### src/rtl/multicycle_control.sv
// rtl/multicycle_control.sv - Moore control FSM for the shared multicycle MIPS datapath
// Optional feature: define MC_ILLEGAL_TRAP_EN to trap undecoded opcodes in TRAP(14).
module multicycle_control #(
    parameter int CNT_W = 32
) (
    input  logic             clk,
    input  logic             rst_n,
    input  logic [5:0]       opcode,
    input  logic [5:0]       funct,
    input  logic             zero,
    input  logic             mem_ready,
    output logic             PCWrite,
    output logic             IRWrite,
    output logic             IorD,
    output logic             MemRead,
    output logic             MemWrite,
    output logic             RegWrite,
    output logic [1:0]       RegDst,
    output logic [1:0]       WBSel,
    output logic             ALUSrcA,
    output logic [1:0]       ALUSrcB,
    output logic [3:0]       ALUOp,
    output logic             isSigned,
    output logic [1:0]       PCSource,
    output logic [3:0]       State,
    output logic [CNT_W-1:0] InstrCount,
    output logic             Trap
);

    localparam logic [3:0] S_FETCH    = 4'd0;
    localparam logic [3:0] S_DECODE   = 4'd1;
    localparam logic [3:0] S_MEMADDR  = 4'd2;
    localparam logic [3:0] S_MEMREAD  = 4'd3;
    localparam logic [3:0] S_MEMWB    = 4'd4;
    localparam logic [3:0] S_MEMWRITE = 4'd5;
    localparam logic [3:0] S_EXEC_R   = 4'd6;
    localparam logic [3:0] S_RWB      = 4'd7;
    localparam logic [3:0] S_EXEC_I   = 4'd8;
    localparam logic [3:0] S_IWB      = 4'd9;
    localparam logic [3:0] S_BRANCH   = 4'd10;
    localparam logic [3:0] S_JUMP     = 4'd11;
    localparam logic [3:0] S_JAL      = 4'd12;
    localparam logic [3:0] S_JR       = 4'd13;
`ifdef MC_ILLEGAL_TRAP_EN
    localparam logic [3:0] S_TRAP     = 4'd14;
`endif

    localparam logic [5:0] OP_RTYPE = 6'b000000;
    localparam logic [5:0] OP_J     = 6'b000010;
    localparam logic [5:0] OP_JAL   = 6'b000011;
    localparam logic [5:0] OP_BEQ   = 6'b000100;
    localparam logic [5:0] OP_BNE   = 6'b000101;
    localparam logic [5:0] OP_ADDI  = 6'b001000;
    localparam logic [5:0] OP_SLTI  = 6'b001010;
    localparam logic [5:0] OP_SLTIU = 6'b001011;
    localparam logic [5:0] OP_ANDI  = 6'b001100;
    localparam logic [5:0] OP_ORI   = 6'b001101;
    localparam logic [5:0] OP_XORI  = 6'b001110;
    localparam logic [5:0] OP_LUI   = 6'b001111;
    localparam logic [5:0] OP_LW    = 6'b100011;
    localparam logic [5:0] OP_SW    = 6'b101011;
    localparam logic [5:0] FN_JR    = 6'b001000;

    logic [3:0]       state, state_nx;
    logic [5:0]       op_q;
    logic [CNT_W-1:0] cnt_q;
    logic             retire;
    logic             pc_write_raw, ir_write_raw, mem_read_raw, mem_write_raw, reg_write_raw;

    always_comb begin
        state_nx = state;
        retire   = 1'b0;
        case (state)
            S_FETCH:    if (mem_ready) state_nx = S_DECODE;
            S_DECODE: begin
                case (opcode)
                    OP_LW, OP_SW:   state_nx = S_MEMADDR;
                    OP_RTYPE:       state_nx = (funct == FN_JR) ? S_JR : S_EXEC_R;
                    OP_ADDI, OP_SLTI, OP_SLTIU, OP_ANDI,
                    OP_ORI, OP_XORI, OP_LUI: state_nx = S_EXEC_I;
                    OP_BEQ, OP_BNE: state_nx = S_BRANCH;
                    OP_J:           state_nx = S_JUMP;
                    OP_JAL:         state_nx = S_JAL;
                    default: begin
`ifdef MC_ILLEGAL_TRAP_EN
                        state_nx = S_TRAP;
`else
                        state_nx = S_FETCH;
                        retire   = 1'b1;
`endif
                    end
                endcase
            end
            S_MEMADDR:  state_nx = (op_q == OP_SW) ? S_MEMWRITE : S_MEMREAD;
            S_MEMREAD:  if (mem_ready) state_nx = S_MEMWB;
            S_MEMWRITE: begin
                if (mem_ready) begin
                    state_nx = S_FETCH;
                    retire   = 1'b1;
                end
            end
            S_EXEC_R:   state_nx = S_RWB;
            S_EXEC_I:   state_nx = S_IWB;
            S_MEMWB, S_RWB, S_IWB, S_BRANCH, S_JUMP, S_JAL, S_JR: begin
                state_nx = S_FETCH;
                retire   = 1'b1;
            end
`ifdef MC_ILLEGAL_TRAP_EN
            S_TRAP:     state_nx = S_TRAP;
`endif
            default:    state_nx = S_FETCH;
        endcase
    end

    always_ff @(posedge clk or negedge rst_n) begin
        if (!rst_n) begin
            state <= S_FETCH;
            op_q  <= '0;
            cnt_q <= '0;
        end else begin
            state <= state_nx;
            if (state == S_DECODE) op_q <= opcode;
            if (retire) cnt_q <= cnt_q + CNT_W'(1);
        end
    end

    always_comb begin
        pc_write_raw  = 1'b0;
        ir_write_raw  = 1'b0;
        mem_read_raw  = 1'b0;
        mem_write_raw = 1'b0;
        reg_write_raw = 1'b0;
        IorD          = 1'b0;
        RegDst        = 2'b00;
        WBSel         = 2'b00;
        ALUSrcA       = 1'b0;
        ALUSrcB       = 2'b00;
        ALUOp         = 4'b0000;
        isSigned      = 1'b1;
        PCSource      = 2'b00;
        case (state)
            S_FETCH: begin
                mem_read_raw = 1'b1;
                ALUSrcB      = 2'b01;
                ir_write_raw = mem_ready;
                pc_write_raw = mem_ready;
            end
            S_DECODE:   ALUSrcB = 2'b11;
            S_MEMADDR: begin
                ALUSrcA = 1'b1;
                ALUSrcB = 2'b10;
            end
            S_MEMREAD: begin
                mem_read_raw = 1'b1;
                IorD         = 1'b1;
            end
            S_MEMWB: begin
                reg_write_raw = 1'b1;
                WBSel         = 2'b01;
            end
            S_MEMWRITE: begin
                mem_write_raw = 1'b1;
                IorD          = 1'b1;
            end
            S_EXEC_R: begin
                ALUSrcA = 1'b1;
                ALUOp   = 4'b0010;
            end
            S_RWB: begin
                reg_write_raw = 1'b1;
                RegDst        = 2'b01;
            end
            S_EXEC_I: begin
                ALUSrcA = 1'b1;
                ALUSrcB = 2'b10;
                case (op_q)
                    OP_SLTI:  ALUOp = 4'b0011;
                    OP_SLTIU: ALUOp = 4'b1000;
                    OP_ANDI:  begin ALUOp = 4'b0100; isSigned = 1'b0; end
                    OP_ORI:   begin ALUOp = 4'b0101; isSigned = 1'b0; end
                    OP_XORI:  begin ALUOp = 4'b0110; isSigned = 1'b0; end
                    OP_LUI:   begin ALUOp = 4'b0111; isSigned = 1'b0; end
                    default:  ALUOp = 4'b0000;
                endcase
            end
            S_IWB:      reg_write_raw = 1'b1;
            S_BRANCH: begin
                ALUSrcA      = 1'b1;
                ALUOp        = 4'b0001;
                PCSource     = 2'b01;
                pc_write_raw = (op_q == OP_BNE) ? ~zero : zero;
            end
            S_JUMP: begin
                pc_write_raw = 1'b1;
                PCSource     = 2'b10;
            end
            // Register file takes PC (already PC+4) on the same edge the PC loads the target.
            S_JAL: begin
                pc_write_raw  = 1'b1;
                PCSource      = 2'b10;
                reg_write_raw = 1'b1;
                RegDst        = 2'b10;
                WBSel         = 2'b10;
            end
            S_JR: begin
                pc_write_raw = 1'b1;
                PCSource     = 2'b11;
            end
            default: ;
        endcase
    end

    // Architectural-state strobes must be quiet for the whole reset assertion.
    assign PCWrite    = pc_write_raw  & rst_n;
    assign IRWrite    = ir_write_raw  & rst_n;
    assign MemRead    = mem_read_raw  & rst_n;
    assign MemWrite   = mem_write_raw & rst_n;
    assign RegWrite   = reg_write_raw & rst_n;
    assign State      = state;
    assign InstrCount = cnt_q;

`ifdef MC_ILLEGAL_TRAP_EN
    assign Trap = (state == S_TRAP);
`else
    assign Trap = 1'b0;
`endif

endmodule

### config.mk
export PLATFORM = sky130hd
export DESIGN_NAME = multicycle_control
export DESIGN_NICKNAME = d
export VERILOG_FILES = /design/src/rtl/multicycle_control.sv
export SDC_FILE = /design/constraint.sdc
export NUM_CORES = 1
export LEC_CHECK = 0
export ABC_AREA = 1
export BUFFER_PORTS_ARGS = -buffer_cell sky130_fd_sc_hd__buf_2
export CAP_MARGIN = 5
export CORE_MARGIN = 8
export CORE_UTILIZATION = 57
export CTS_CLUSTER_DIAMETER = 40
export CTS_CLUSTER_SIZE = 14
export DETAILED_ROUTE_END_ITERATION = 7
export GPL_TIMING_DRIVEN = 0
export PLACE_DENSITY = 0.84
export SLEW_MARGIN = 20
export SYNTH_ARGS = -nofsm -noshare
export SYNTH_HDL_FRONTEND = slang
export SYNTH_SLANG_ARGS = --single-unit
### constraint.sdc
create_clock -name clk -period 3.8 [get_ports clk]
set_input_delay 0.19 -clock clk [delete_from_list [all_inputs] [get_ports clk]]
set_output_delay 0.19 -clock clk [all_outputs]
set_load 0.02 [all_outputs]
* After elaboration in Yosys (flattened, before gate mapping)
Index checks and enable logic that the tools add are counted.
Cells by class: add/sub/neg operators 1, bitwise logic cells 6, mux-type cells 26, order comparisons 0, equal/unequal tests 38, reductions and logical operators 16, shift operators 0, $mul 0, divide/modulo/power cells 0
Operators with widths (count):
- $eq A6 B4 Y1 const B | 14
- $pmux W4 S6 | 2
- $add A32 B1 Y32 const B | 1
- $pmux W4 S7 | 1
- $eq A4 B4 Y1 const B | 6
- $eq A6 B3 Y1 const B | 3
- $eq A6 B6 Y1 const B | 3
- $eq A4 B3 Y1 const B | 4
- $mux W4 | 4
- $reduce_or A14 Y1 | 1
- $reduce_or A7 Y1 | 2
- $eq A6 B2 Y1 const B | 2
- $pmux W2 S3 | 2
- $pmux W4 S3 | 1
- $reduce_or A2 Y1 | 6
- $reduce_or A4 Y1 | 3
- $mux W1 | 11
- $eq A4 B2 Y1 const B | 2
- $pmux W2 S2 | 2
- $logic_not A6 Y1 | 1
- $ne A2 B2 Y1 const B | 3
- $pmux W1 S3 | 2
- $and A1 B1 Y1 | 5
- $eq A4 B1 Y1 const B | 1
- 5 further kinds | 5
Word-level totals: bits in latches 0, memories 0, output and inout bits 57, bits in writable memories 0, logic and storage cells 90, register bits after elaboration 42, bits in read-only memories 0

* Depth between registers and ports, before layout
Gate-level depths: netlist (run 1).
word-level depth 4, mapped depth 11, mapped depth without buffers 10

* Worst setup path after synthesis (run 1)
No wires, ideal clock.
kind flip-flop to output port, start point reg state[3], in the netlist State[3], end point out PCWrite, stages on the path, launching flop included 7, required time 3610 ps, slack 1905 ps, data arrival time 1705 ps, path through dfrtp_1 inv_1 nor2_2 inv_1 o22ai_1 a21oi_1 a21oi_1
Between the ends: cells in the longest elaborated chain, start to end 4
Ends and longest elaborated chain:
- start: declaration | line 64 | logic [3:0] state, state_nx;
- start signal: assignment | line 121 | state <= state_nx;
- $eq A4 B4 Y1 | line 141 | case (state)
- $reduce_or A3 Y1 (no line)
- $pmux W1 S3 (*) | line 141
- $and A1 B1 Y1 (*) | line 214 | assign PCWrite = pc_write_raw & rst_n;
- end: declaration | line 12 | output logic PCWrite,
Every way passes the cells marked *; elsewhere a longest branch is shown, timed or not.

* Worst setup path in the final report (run 1)
start point reg state[1], in the netlist State[1], end point out ALUOp[1]
Between the ends: cells in the longest elaborated chain, start to end 2
Ends and longest elaborated chain:
- $eq A4 B4 Y1 or $eq A4 B3 Y1 (tied branches) | line 141
- $pmux W4 S3 (*) | line 141
- end: declaration | line 22 | output logic [3:0] ALUOp,
Marked as above.

==> summary.txt, run 1 <==
run status -> finished clean
remaining number of nets flagged by the antenna check after routing -> 0
maximum frequency from static timing analysis -> 0.4916 GHz
Critical Path Fanout Max -> 7
proportion of synthesized area in mux cells -> 0%
setup slack after layout -> 1766 ps
shortest clock period the worst path allows after layout -> 2034 ps
share of layout cells above drive strength 1 -> 16.87%
Final GP Congestion -> 0.9330
post-synthesis cell count -> 509
number of synthesized register bits -> 42
clock transition at the register clock pins on the worst setup and hold paths after CTS -> 80 ps
TritonCTS clock tree -> built
Place WS -> 1811 ps
net count of the mapped netlist -> 526
sequential fraction of the synthesis area -> 33.36%
remaining global-route overflow -> 0
Port Buffers -> 71
grt peak-use layer -> met2
synth-to-layout area growth -> 17.71%
global-route track usage on met1 -> 28.03%
setup repair after global routing missed its margin -> no
global-route met2 utilization -> 35.95%
WL per Instance -> 13.24 um
area occupied by registers -> 0.001051 sq mm
clk sink count -> 42
area share of the largest cell type after synthesis -> 33.36%
final total negative setup slack -> 0 ps
top post-synthesis cells by area -> dfrtp_1, nand2_1, nor2_1
dominant combinational cell family by area after synthesis -> simple AND/OR/NAND/NOR gates
Worst setup SP type -> flop
xor and xnor area share after synthesis -> 4.170%
data arrival at the endpoint of the critical path -> 1840 ps
clock latency on the worst-skew pair -> 300 ps
final-stage net count -> 604
type of the worst min-delay path -> primary input to async pin
worst hold slack -> 26.00 ps
count of antenna diodes in the layout -> 0
core region area -> 0.005439 sq mm
area fraction in compound gates after synthesis -> 3.455%
Resized cells post-CTS -> 0
number of I/O pins -> 73
via count -> 3447
total routed wirelength -> 8726 um
area of placed instances -> 0.003596 sq mm
Period Utilization, post-route -> 53.53%
crit end category -> primary output
Power Dens Cells -> 535.4 mW/mm^2
area of the die -> 0.008162 sq mm
total area of multi-input combinational cells -> 0.001859 sq mm
GRT Overall Usage -> 22.10%
number of cell rows -> 27
number of setup buffers added after CTS -> 0
post-synthesis simple-gate area fraction -> 50.87%
number of detailed-routing iterations run before antenna repair -> 4
routed vias/inst -> 5.231
initial core utilization -> 57.93%
top post-synthesis cells by count -> nand2_1, nor2_1, nand3_1
clock root buffer -> clkbuf_8
Least-Margin Pin Slew -> 951.8 ps
required time of the critical path -> 3610 ps
average instance area after synthesis -> 6.190 sq um
Adder-Cell Fraction of Synth Area -> 0.3971%
Max Cap Viol -> 0
number of clock buffers inserted by TritonCTS -> 5
cell type with the highest aggregate area in the netlist -> dfrtp_1
number of endpoints with negative hold slack in the final report -> 0
leakage component of the power -> 2.133 nW
DRC Markers -> 0
number of distinct library cells after synthesis -> 28
DR iter-0 viols -> 228
relative slew slack -> 36.55%
summed instance area of the synthesized netlist -> 0.003151 sq mm
HPWL reported at the end of detailed placement -> 6951 um
number of global-route vias before repair -> 3384
Die Span Y -> 90.35 um
routing usage on met3 -> 4.655%
Clock Skew -> 9.366 ps
prevailing post-synth register cell -> dfrtp_1
pin count of the biggest net entering global routing -> 44
leading cell type by number of instances after synthesis -> nand2_1
Worst VDD drop -> 0.0003508 V
summed area of non-filler cells in the final layout -> 0.003709 sq mm
Finish-stage setup viols -> 0
first-pass GRT wire length -> 15370 um
number of buffers between clock root and the deepest sink -> 2
filler instances -> 502
final slew viol count -> 0
number of antenna violations at the first check in global routing -> 0
Yosys warning total -> 0
H-tree lvl count -> 2
number of synthesized flops with an enable pin -> 0
ys async rst share -> 100.0%
non-filler instance count after layout -> 659
count of placed standard cells including taps -> 652
critical path class -> flop to primary output
hold buffers post-CTS -> 0
die span in x -> 90.35 um
-- cell type report --
cell class	count	share of cell area (%)
inverters	42	4.251
multi-input cells	414	50.13
plain buffers	11	2.227
well taps	72	2.429
flip-flops and latches	42	28.34
clock buffers	6	2.227
repair buffers	71	9.582
clock inverters	1	0.8097
-- kinds of logic (layout without fill, tap and decap cells) --
group	count (synthesis)	in the layout
adders and majority gates	1	1
and+or+nand+nor	378	378
DFF	42	42
xor gates and xnor gates	15	15
buffers and inverters	53	131
other	1	1
AOI/OAI and AO/OA	19	19
-- worst paths after layout --
check / startpoint / endpoint / slack [ps] / cells past startpoint
max in group asynchronous: rst_n / InstrCount[30]$_DFFE_PN0P_ / 3170 / 1
min in group clk: opcode[4] / op_q[4]$_DFFE_PN0P_ / 150 / 3
worst min register to register: InstrCount[29]$_DFFE_PN0P_ / InstrCount[29]$_DFFE_PN0P_ / 560 / 2
worst min-delay path: rst_n / InstrCount[7]$_DFFE_PN0P_ / 30 / 1
worst max-delay path: State[1]$_DFFE_PN0P_ / ALUOp[1] / 1770 / 6
worst max register to register: InstrCount[0]$_DFFE_PN0P_ / InstrCount[28]$_DFFE_PN0P_ / 1770 / 10
-- placed cells by master, fill, tap and decap left out, types with 4 or more instances in the layout --
cell	n
nand2_1	215
nor2_1	79
buf_2	74
nand3_1	51
dfrtp_1	42
inv_1	41
nand3b_1	14
xor2_1	11
o21ai_0	8
nand4_1	6
clkbuf_8	6
a21oi_1	5
buf_4	4
xnor2_1	4
-- registers in the layout (all words and copies together), names as in the netlist --
register,flops
InstrCount,32
op_q,6
State,4
-- power by group --
part           internal [mW]  switching (mW)
clock network          0.210           0.152
logic                  0.324           0.702
registers              0.518          0.0787
total                   1.05           0.933
-- worst max-delay path, cell delays in order, from the launching register on --
cell	delay (ps)
dfrtp_1	470
nor2_1	320
nand2_1	170
inv_1	130
nand2_1	110
o211ai_1	170
buf_2	190
-- routing by layer --
metal  vias up  routed length (um)
met1      1585                3984
met3        20                 503
li1       1752                   -
met2        90                4009
met4         0                 229
met5         -                   0
-- metrics by stage --
step,util (%),power [mW]
2_1_floorplan,-,1.344
3_3_place_gp,66.11,1.617
3_5_place_dp,66.11,1.630
4_1_cts,68.19,1.991
5_1_grt,68.19,2.126
6_report,68.19,1.985
Note: power is estimated with default switching activity, not from simulation.
==> run 2: changes to the inputs <==
- ABC_AREA: 1 -> 0
- CORE_UTILIZATION: 57 -> 52
- PLACE_DENSITY: 0.84 -> 0.8
- clock period: 3.8 -> 2.15 ns (I/O delays scaled with it)
==> run 2 against run 1 <==
Net effect:
- die area shrank 11%
- via count shrank 32%
- count of clock-buffer cells in the layout is the same
- largest power group unchanged
- cell area shrank 7.6%
- core utilization grew 5.3 points
- register-to-register slack lost 1700 ps
- synthesized cell count shrank 48%
- sequential share of layout area grew 2.5 points
- clock power grew 70%
- worst setup slack lost 1700 ps
==> summary.txt, run 2 <==
run status -> finished clean (unchanged)
number of distinct library cells after synthesis -> 46 (was 28)
share of layout cells above drive strength 1 -> 39.55% (was 16.87%)
Least-Margin Pin Slew -> 635.2 ps (was 951.8 ps)
Worst setup SP type -> flop (unchanged)
commonest cells after routing, fill and taps aside -> buf_2, dfrtp_1, nand2_1 (was nand2_1, nor2_1, buf_2)
pin count of the biggest net entering global routing -> 48 (was 44)
synth-to-layout area growth -> 37.93% (was 17.71%)
number of synthesized flops with an enable pin -> 0 (unchanged)
count of antenna diodes in the layout -> 0 (unchanged)
Port Buffers -> 70 (was 71)
number of endpoints with negative hold slack in the final report -> 0 (unchanged)
top post-synthesis cells by area -> dfrtp_1, xnor2_1, xor2_1 (was dfrtp_1, nand2_1, nor2_1)
prevailing post-synth register cell -> dfrtp_1 (unchanged)
Finish-stage setup viols -> 0 (unchanged)
number of synthesized register bits -> 42 (unchanged)
initial core utilization -> 53.29% (was 57.93%)
core region area -> 0.004661 sq mm (was 0.005439 sq mm)
crit end category -> flop (was primary output)
number of I/O pins -> 73 (unchanged)
Place WS -> -248.1 ps (was 1811 ps)
peak per-stage delay on the critical path -> 480 ps (was 470 ps)
Final GP Congestion -> 0.8952 (was 0.9330)
type of the worst min-delay path -> primary input to flop (was primary input to async pin)
critical path class -> flop to flop (was flop to primary output)
xor and xnor area share after synthesis -> 11.64% (was 4.170%)
average instance area after synthesis -> 9.337 sq um (was 6.190 sq um)
Hold Path Cell Cnt -> 2
Worst VDD drop -> 0.0006198 V (was 0.0003508 V)
leakage component of the power -> 1.616 nW (was 2.133 nW)
post-synthesis simple-gate area fraction -> 30.68% (was 50.87%)
area of the die -> 0.007244 sq mm (was 0.008162 sq mm)
top post-synthesis cells by count -> dfrtp_1, nand2_1, nand3_1 (was nand2_1, nor2_1, nand3_1)
summed instance area of the synthesized netlist -> 0.002484 sq mm (was 0.003151 sq mm)
summed area of non-filler cells in the final layout -> 0.003426 sq mm (was 0.003709 sq mm)
number of buffers and inverters on the critical path -> 2 (unchanged)
clk sink count -> 42 (unchanged)
dominant combinational cell family by area after synthesis -> simple AND/OR/NAND/NOR gates (unchanged)
worst hold slack -> 123.0 ps (was 26.00 ps)
WL per Instance -> 16.82 um (was 13.24 um)
clock transition at the register clock pins on the worst setup and hold paths after CTS -> 80 ps (about the same)
number of cell rows -> 25 (was 27)
cells traversed along the worst timing path -> nor2b_4, and2_4, or4b_4, a21o_4, buf_12, buf_16, nor4_4, xor2_1 (was nor2_1, nand2_1, inv_1, nand2_1, o211ai_1, buf_2)
area of placed instances -> 0.002978 sq mm (was 0.003596 sq mm)
clock root buffer -> clkbuf_8 (unchanged)
number of cell instances on the worst register-to-register path -> 8 (was 10)
final slew viol count -> 0 (unchanged)
final-stage net count -> 375 (was 604)
first-pass GRT wire length -> 11300 um (was 15370 um)
clock latency on the worst-skew pair -> 290 ps (was 300 ps)
Power Dens Cells -> 1030 mW/mm^2 (was 535.4 mW/mm^2)
cell type with the highest aggregate area in the netlist -> dfrtp_1 (unchanged)
HPWL reported at the end of detailed placement -> 4679 um (was 6951 um)
DRC Markers -> 0 (unchanged)
relative slew slack -> 57.55% (was 36.55%)
Clock Skew -> 9.451 ps (was 9.366 ps)
max FFs per register -> 32 (unchanged)
TritonCTS clock tree -> built (unchanged)
setup slack after layout -> 30.35 ps (was 1766 ps)
H-tree lvl count -> 2 (unchanged)
maximum frequency from static timing analysis -> 0.4718 GHz
Yosys warning total -> 0 (unchanged)
proportion of synthesized area in mux cells -> 3.577% (was 0%)
number of global-route vias before repair -> 2352 (was 3384)
shortest clock period the worst path allows after layout -> 2120 ps
area fraction in compound gates after synthesis -> 7.355% (was 3.455%)
net count of the mapped netlist -> 283 (was 526)
Adder-Cell Fraction of Synth Area -> 0.5038% (was 0.3971%)
DR iter-0 viols -> 293 (was 228)
sequential fraction of the synthesis area -> 42.32% (was 33.36%)
remaining number of nets flagged by the antenna check after routing -> 0 (unchanged)
Period Utilization, post-route -> 98.59%
Die Span Y -> 85.11 um (was 90.35 um)
Max Cap Viol -> 0 (unchanged)
Critical Path Fanout Max -> 5 (was 7)
post-synthesis cell count -> 266 (was 509)
total routed wirelength -> 6945 um (was 8726 um)
number of buffers between clock root and the deepest sink -> 2 (unchanged)
Worst path slowest cell -> or4b_4 (was dfrtp_1)
Critical Path Stages -> 8 (was 6)
Final Util -> 73.50% (was 68.19%)
number of antenna violations at the first check in global routing -> 0 (unchanged)
routed vias/inst -> 5.683 (was 5.231)
filler instances -> 330 (was 502)
number of clock buffers inserted by TritonCTS -> 5 (unchanged)
number of detailed-routing iterations run before antenna repair -> 5 (was 4)
remaining global-route overflow -> 0 (unchanged)
commonest non-fill, non-tap cell in the layout -> buf_2 (was nand2_1)
GRT Overall Usage -> 19.00% (was 22.10%)
required time of the critical path -> 2360 ps (was 3610 ps)
data arrival at the endpoint of the critical path -> 2330 ps (was 1840 ps)
leading cell type by number of instances after synthesis -> dfrtp_1 (was nand2_1)
via count -> 2347 (was 3447)
area share of the largest cell type after synthesis -> 42.32% (was 33.36%)
CP top delay family -> simple AND/OR/NAND/NOR gates (unchanged)
ys async rst share -> 100.0% (unchanged)
setup repair after global routing missed its margin -> yes (was no)
die span in x -> 85.11 um (was 90.35 um)
[run 2: routing by layer]
metal  up-vias  track usage (%)  wire length, um
met4         0            5.663               57
li1       1128                -                -
met2        89            31.11             3427
met5         -                0                0
met1      1124            22.86             2938
met3         6            6.564              522
[run 2: per-stage QoR]
| step | TNS (ps) | total power, mW | instances |
|---|---|---|---|
| 4_1_cts | 0 | 3.411 | 410 |
| 5_1_grt | -177.7 | 3.755 | 413 |
| 6_report | 0 | 3.530 | 413 |
| 3_5_place_dp | -4010 | 2.682 | 390 |
| 2_1_floorplan | -611.1 | 2.232 | 266 |
| 3_3_place_gp | -3413 | 2.647 | 390 |
[run 2: repair_timing]
item / in CTS / in global routing
gates resized for setup: 23 / 22
hold buffers: 1 / 0
cloned: 1 / 0
pin swaps: 7 / 17
hold endpoints to repair: 1 / 0
setup endpoints to repair: 30 / 23
buffers inserted: 13 / 3
[run 2: path summary, 6_finish.rpt]
path,slack [ps],end,start
min in group asynchronous,340,InstrCount[28]$_DFFE_PN0P_,rst_n
max reg2reg,30,InstrCount[26]$_DFFE_PN0P_,State[1]$_DFFE_PN0P_
max,30,InstrCount[26]$_DFFE_PN0P_,State[1]$_DFFE_PN0P_
min,120,op_q[4]$_DFFE_PN0P_,opcode[4]
min reg2reg,460,InstrCount[31]$_DFFE_PN0P_,InstrCount[31]$_DFFE_PN0P_
max in group asynchronous,1390,State[3]$_DFFE_PN0P_,rst_n
[run 2: area by class of cell]
| type | instances | area (sq um) | share of cell area [%] |
|---|---|---|---|
| Multi-Input combinational cell | 205 | 1565 | 45.69 |
| Sequential cell | 42 | 1057 | 30.86 |
| Timing Repair Buffer | 88 | 529.3 | 15.45 |
| Buffer | 12 | 77.57 | 2.264 |
| Clock buffer | 6 | 72.57 | 2.118 |
| Tap cell | 54 | 67.56 | 1.972 |
| Clock inverter | 2 | 37.54 | 1.096 |
| Inverter | 4 | 18.77 | 0.5478 |
[run 2: cells by family after synthesis]
family	after synthesis
buf+inv	19
xor+xnor	33
other cells	1
simple gates	134
mux	8
compound gates	28
flops	42
fa+ha+maj	1
[run 2: power by group]
part           switching, mW  internal (mW)  total (mW)
Sequential             0.167          0.942        1.11
Combinational           1.06          0.742        1.80
Clock                  0.270          0.347       0.616
==> run 3: changes to the inputs <==
- CAP_MARGIN: 5 -> unset
- MAX_ROUTING_LAYER: unset -> met4
- SLEW_MARGIN: 20 -> unset
==> run 3 against run 2 <==
Net effect:
- the flow now finishes with violations (setup timing)
- sequential power hardly changed
- via count is 0.30% higher
- cell area is 0.99% lower
- count of clock-buffer cells in the layout is 1 lower
- non-clock buffer count is 4 lower
- core utilization is 0.72 points lower
- first-iteration DRC count is 52% lower
- routed wire length is 0.48% higher
- hold slack worse by 8.3 ps
==> summary.txt, run 3 (synthesis results as in run 2) <==
total power -> 3.577 mW (was 3.530 mW)
Critical Path Stages -> 8 (unchanged)
WL per Instance -> 17.06 um (was 16.82 um)
number of global-route vias before repair -> 2305 (was 2352)
number of buffers between clock root and the deepest sink -> 2 (unchanged)
total routed wirelength -> 6978 um (was 6945 um)
initial core utilization -> 53.29% (unchanged)
peak per-stage delay on the critical path -> 470 ps (was 480 ps)
clock latency on the worst-skew pair -> 300 ps (was 290 ps)
leakage component of the power -> 1.622 nW (was 1.616 nW)
Port Buffers -> 70 (unchanged)
die span in x -> 85.11 um (unchanged)
share of layout cells above drive strength 1 -> 37.46% (was 39.55%)
Critical Path Fanout Max -> 5 (unchanged)
CP top delay family -> simple AND/OR/NAND/NOR gates (unchanged)
worst reg2reg path endpoint -> InstrCount[28]$_DFFE_PN0P_ (was InstrCount[26]$_DFFE_PN0P_)
DRC Markers -> 0 (unchanged)
setup slack after layout -> -15.66 ps (was 30.35 ps)
final-stage net count -> 371 (was 375)
Max Cap Viol -> 0 (unchanged)
final total negative setup slack -> -27.66 ps (was 0 ps)
Worst path slowest cell -> or4b_4 (unchanged)
clock transition at the register clock pins on the worst setup and hold paths after CTS -> 90 ps (was 80 ps)
number of I/O pins -> 73 (unchanged)
launching point of the worst reg2reg path -> State[1]$_DFFE_PN0P_ (unchanged)
synth-to-layout area growth -> 36.57% (was 37.93%)
Die Span Y -> 85.11 um (unchanged)
max FFs per register -> 32 (unchanged)
area of the die -> 0.007244 sq mm (unchanged)
TritonCTS clock tree -> built (unchanged)
first-pass GRT wire length -> 11020 um (was 11300 um)
type of the worst min-delay path -> primary input to flop (unchanged)
commonest cells after routing, fill and taps aside -> buf_2, dfrtp_1, nand2_1 (unchanged)
core region area -> 0.004661 sq mm (unchanged)
cells traversed along the worst timing path -> nor2b_4, and2_4, or4b_4, a21o_4, buf_8, buf_12, nor4_4, xor2_1 (was nor2b_4, and2_4, or4b_4, a21o_4, buf_12, buf_16, nor4_4, xor2_1)
routed vias/inst -> 5.756 (was 5.683)
filler instances -> 340 (was 330)
Clock Skew -> 8.651 ps (was 9.451 ps)
critical path launch point -> State[1]$_DFFE_PN0P_ (unchanged)
Period Utilization, post-route -> 100.7% (was 98.59%)
H-tree lvl count -> 2 (unchanged)
number of buffers and inverters on the critical path -> 2 (unchanged)
clk sink count -> 42 (unchanged)
via count -> 2354 (was 2347)
violations in the final reports -> setup timing
final slew viol count -> 0 (unchanged)
number of clock buffers inserted by TritonCTS -> 5 (unchanged)
HPWL reported at the end of detailed placement -> 4625 um (was 4679 um)
remaining global-route overflow -> 0 (unchanged)
setup slack of the worst register-to-register path -> -20 ps (was 30 ps)
commonest non-fill, non-tap cell in the layout -> buf_2 (unchanged)
Worst setup SP type -> flop (unchanged)
Final GP Congestion -> 0.9239 (was 0.8952)
worst hold slack -> 114.7 ps (was 123.0 ps)
setup repair after global routing missed its margin -> yes (unchanged)
Least-Margin Pin Slew -> 634.3 ps (was 635.2 ps)
number of antenna violations at the first check in global routing -> 0 (unchanged)
Worst VDD drop -> 0.0007490 V (was 0.0006198 V)
run status -> finished with violations (was finished clean)
DR iter-0 viols -> 140 (was 293)
number of cell rows -> 25 (unchanged)
clock root buffer -> clkbuf_8 (unchanged)
remaining number of nets flagged by the antenna check after routing -> 0 (unchanged)
count of antenna diodes in the layout -> 0 (unchanged)
GRT Overall Usage -> 19.12% (was 19.00%)
Worst setup endpoint -> InstrCount[28]$_DFFE_PN0P_ (was InstrCount[26]$_DFFE_PN0P_)
crit end category -> flop (unchanged)
data arrival at the endpoint of the critical path -> 2380 ps (was 2330 ps)
pin count of the biggest net entering global routing -> 48 (unchanged)
required time of the critical path -> 2370 ps (was 2360 ps)
Power Dens Cells -> 1055 mW/mm^2 (was 1030 mW/mm^2)
shortest clock period the worst path allows after layout -> 2166 ps (was 2120 ps)
number of detailed-routing iterations run before antenna repair -> 5 (unchanged)
number of cell instances on the worst register-to-register path -> 8 (unchanged)
maximum frequency from static timing analysis -> 0.4618 GHz (was 0.4718 GHz)
number of endpoints with negative hold slack in the final report -> 0 (unchanged)
Finish-stage setup viols -> 2 (was 0)
critical path class -> flop to flop (unchanged)
relative slew slack -> 57.61% (was 57.55%)
==> run 3: how the worst min path moves through the flow <==
stage               slack, ps  cells past startpoint  startpoint                         end
floorplan                -190                      0       rst_n   InstrCount[0]$_DFFE_PN0P_
global placement          320                      1       rst_n  InstrCount[30]$_DFFE_PN0P_
detailed placement        320                      1       rst_n  InstrCount[30]$_DFFE_PN0P_
CTS                       110                      2   opcode[4]         op_q[4]$_DFFE_PN0P_
global route              110                      2   opcode[5]         op_q[5]$_DFFE_PN0P_
finish                    110                      2   opcode[3]         op_q[3]$_DFFE_PN0P_
==> run 3: power breakdown <==
group	switching [mW]	leakage [nW]	internal [mW]	total, mW
Sequential	0.181	0.486	0.942	1.12
Clock	0.288	0.0683	0.465	0.753
Combinational	1.01	1.07	0.686	1.70
Total	1.48	1.62	2.09	3.58
==> run 3: final cells by class <==
class / instances / area (sq um) / share of cell area, %
multi-input cells: 205 / 1533 / 45.19
flip-flops and latches: 42 / 1057 / 31.17
repair buffers: 84 / 500.5 / 14.75
plain buffers: 12 / 81.33 / 2.398
clock buffers: 5 / 68.82 / 2.029
clock inverters: 3 / 68.82 / 2.029
well taps: 54 / 67.56 / 1.992
inverters: 4 / 15.01 / 0.4426
==> run 3: timing repair <==
action / in CTS / in global routing
hold buffers: 1 / 0
setup buffers: 10 / 2
hold endpoints to repair: 30 / 0
cloned: 1 / 0
pin swaps: 11 / 13
resized for setup: 24 / 15
endpoints found under the setup margin: 34 / 24
==> run 3: through the flow <==
| step | cell area [sq um] | cells | setup slack (ps) | util (%) |
|---|---|---|---|---|
| floorplan | 2560 | 266 | -65.80 | - |
| global placement | 2978 | 390 | -255.4 | 63.89 |
| detailed placement | 2978 | 390 | -276.0 | 63.89 |
| CTS | 3298 | 407 | -5.233 | 70.77 |
| global route | 3392 | 409 | -57.60 | 72.78 |
| finish | 3392 | 409 | -15.66 | 72.78 |
==> run 3: metal layers <==
| layer | GRT usage [%] | vias to the layer above | wire length [um] |
|---|---|---|---|
| li1 | - | 1122 | - |
| met1 | 22.59 | 1113 | 2894 |
| met2 | 30.89 | 104 | 3438 |
| met3 | 5.695 | 15 | 484 |
| met4 | 5.178 | 0 | 161 |
| met5 | - | - | 0 |
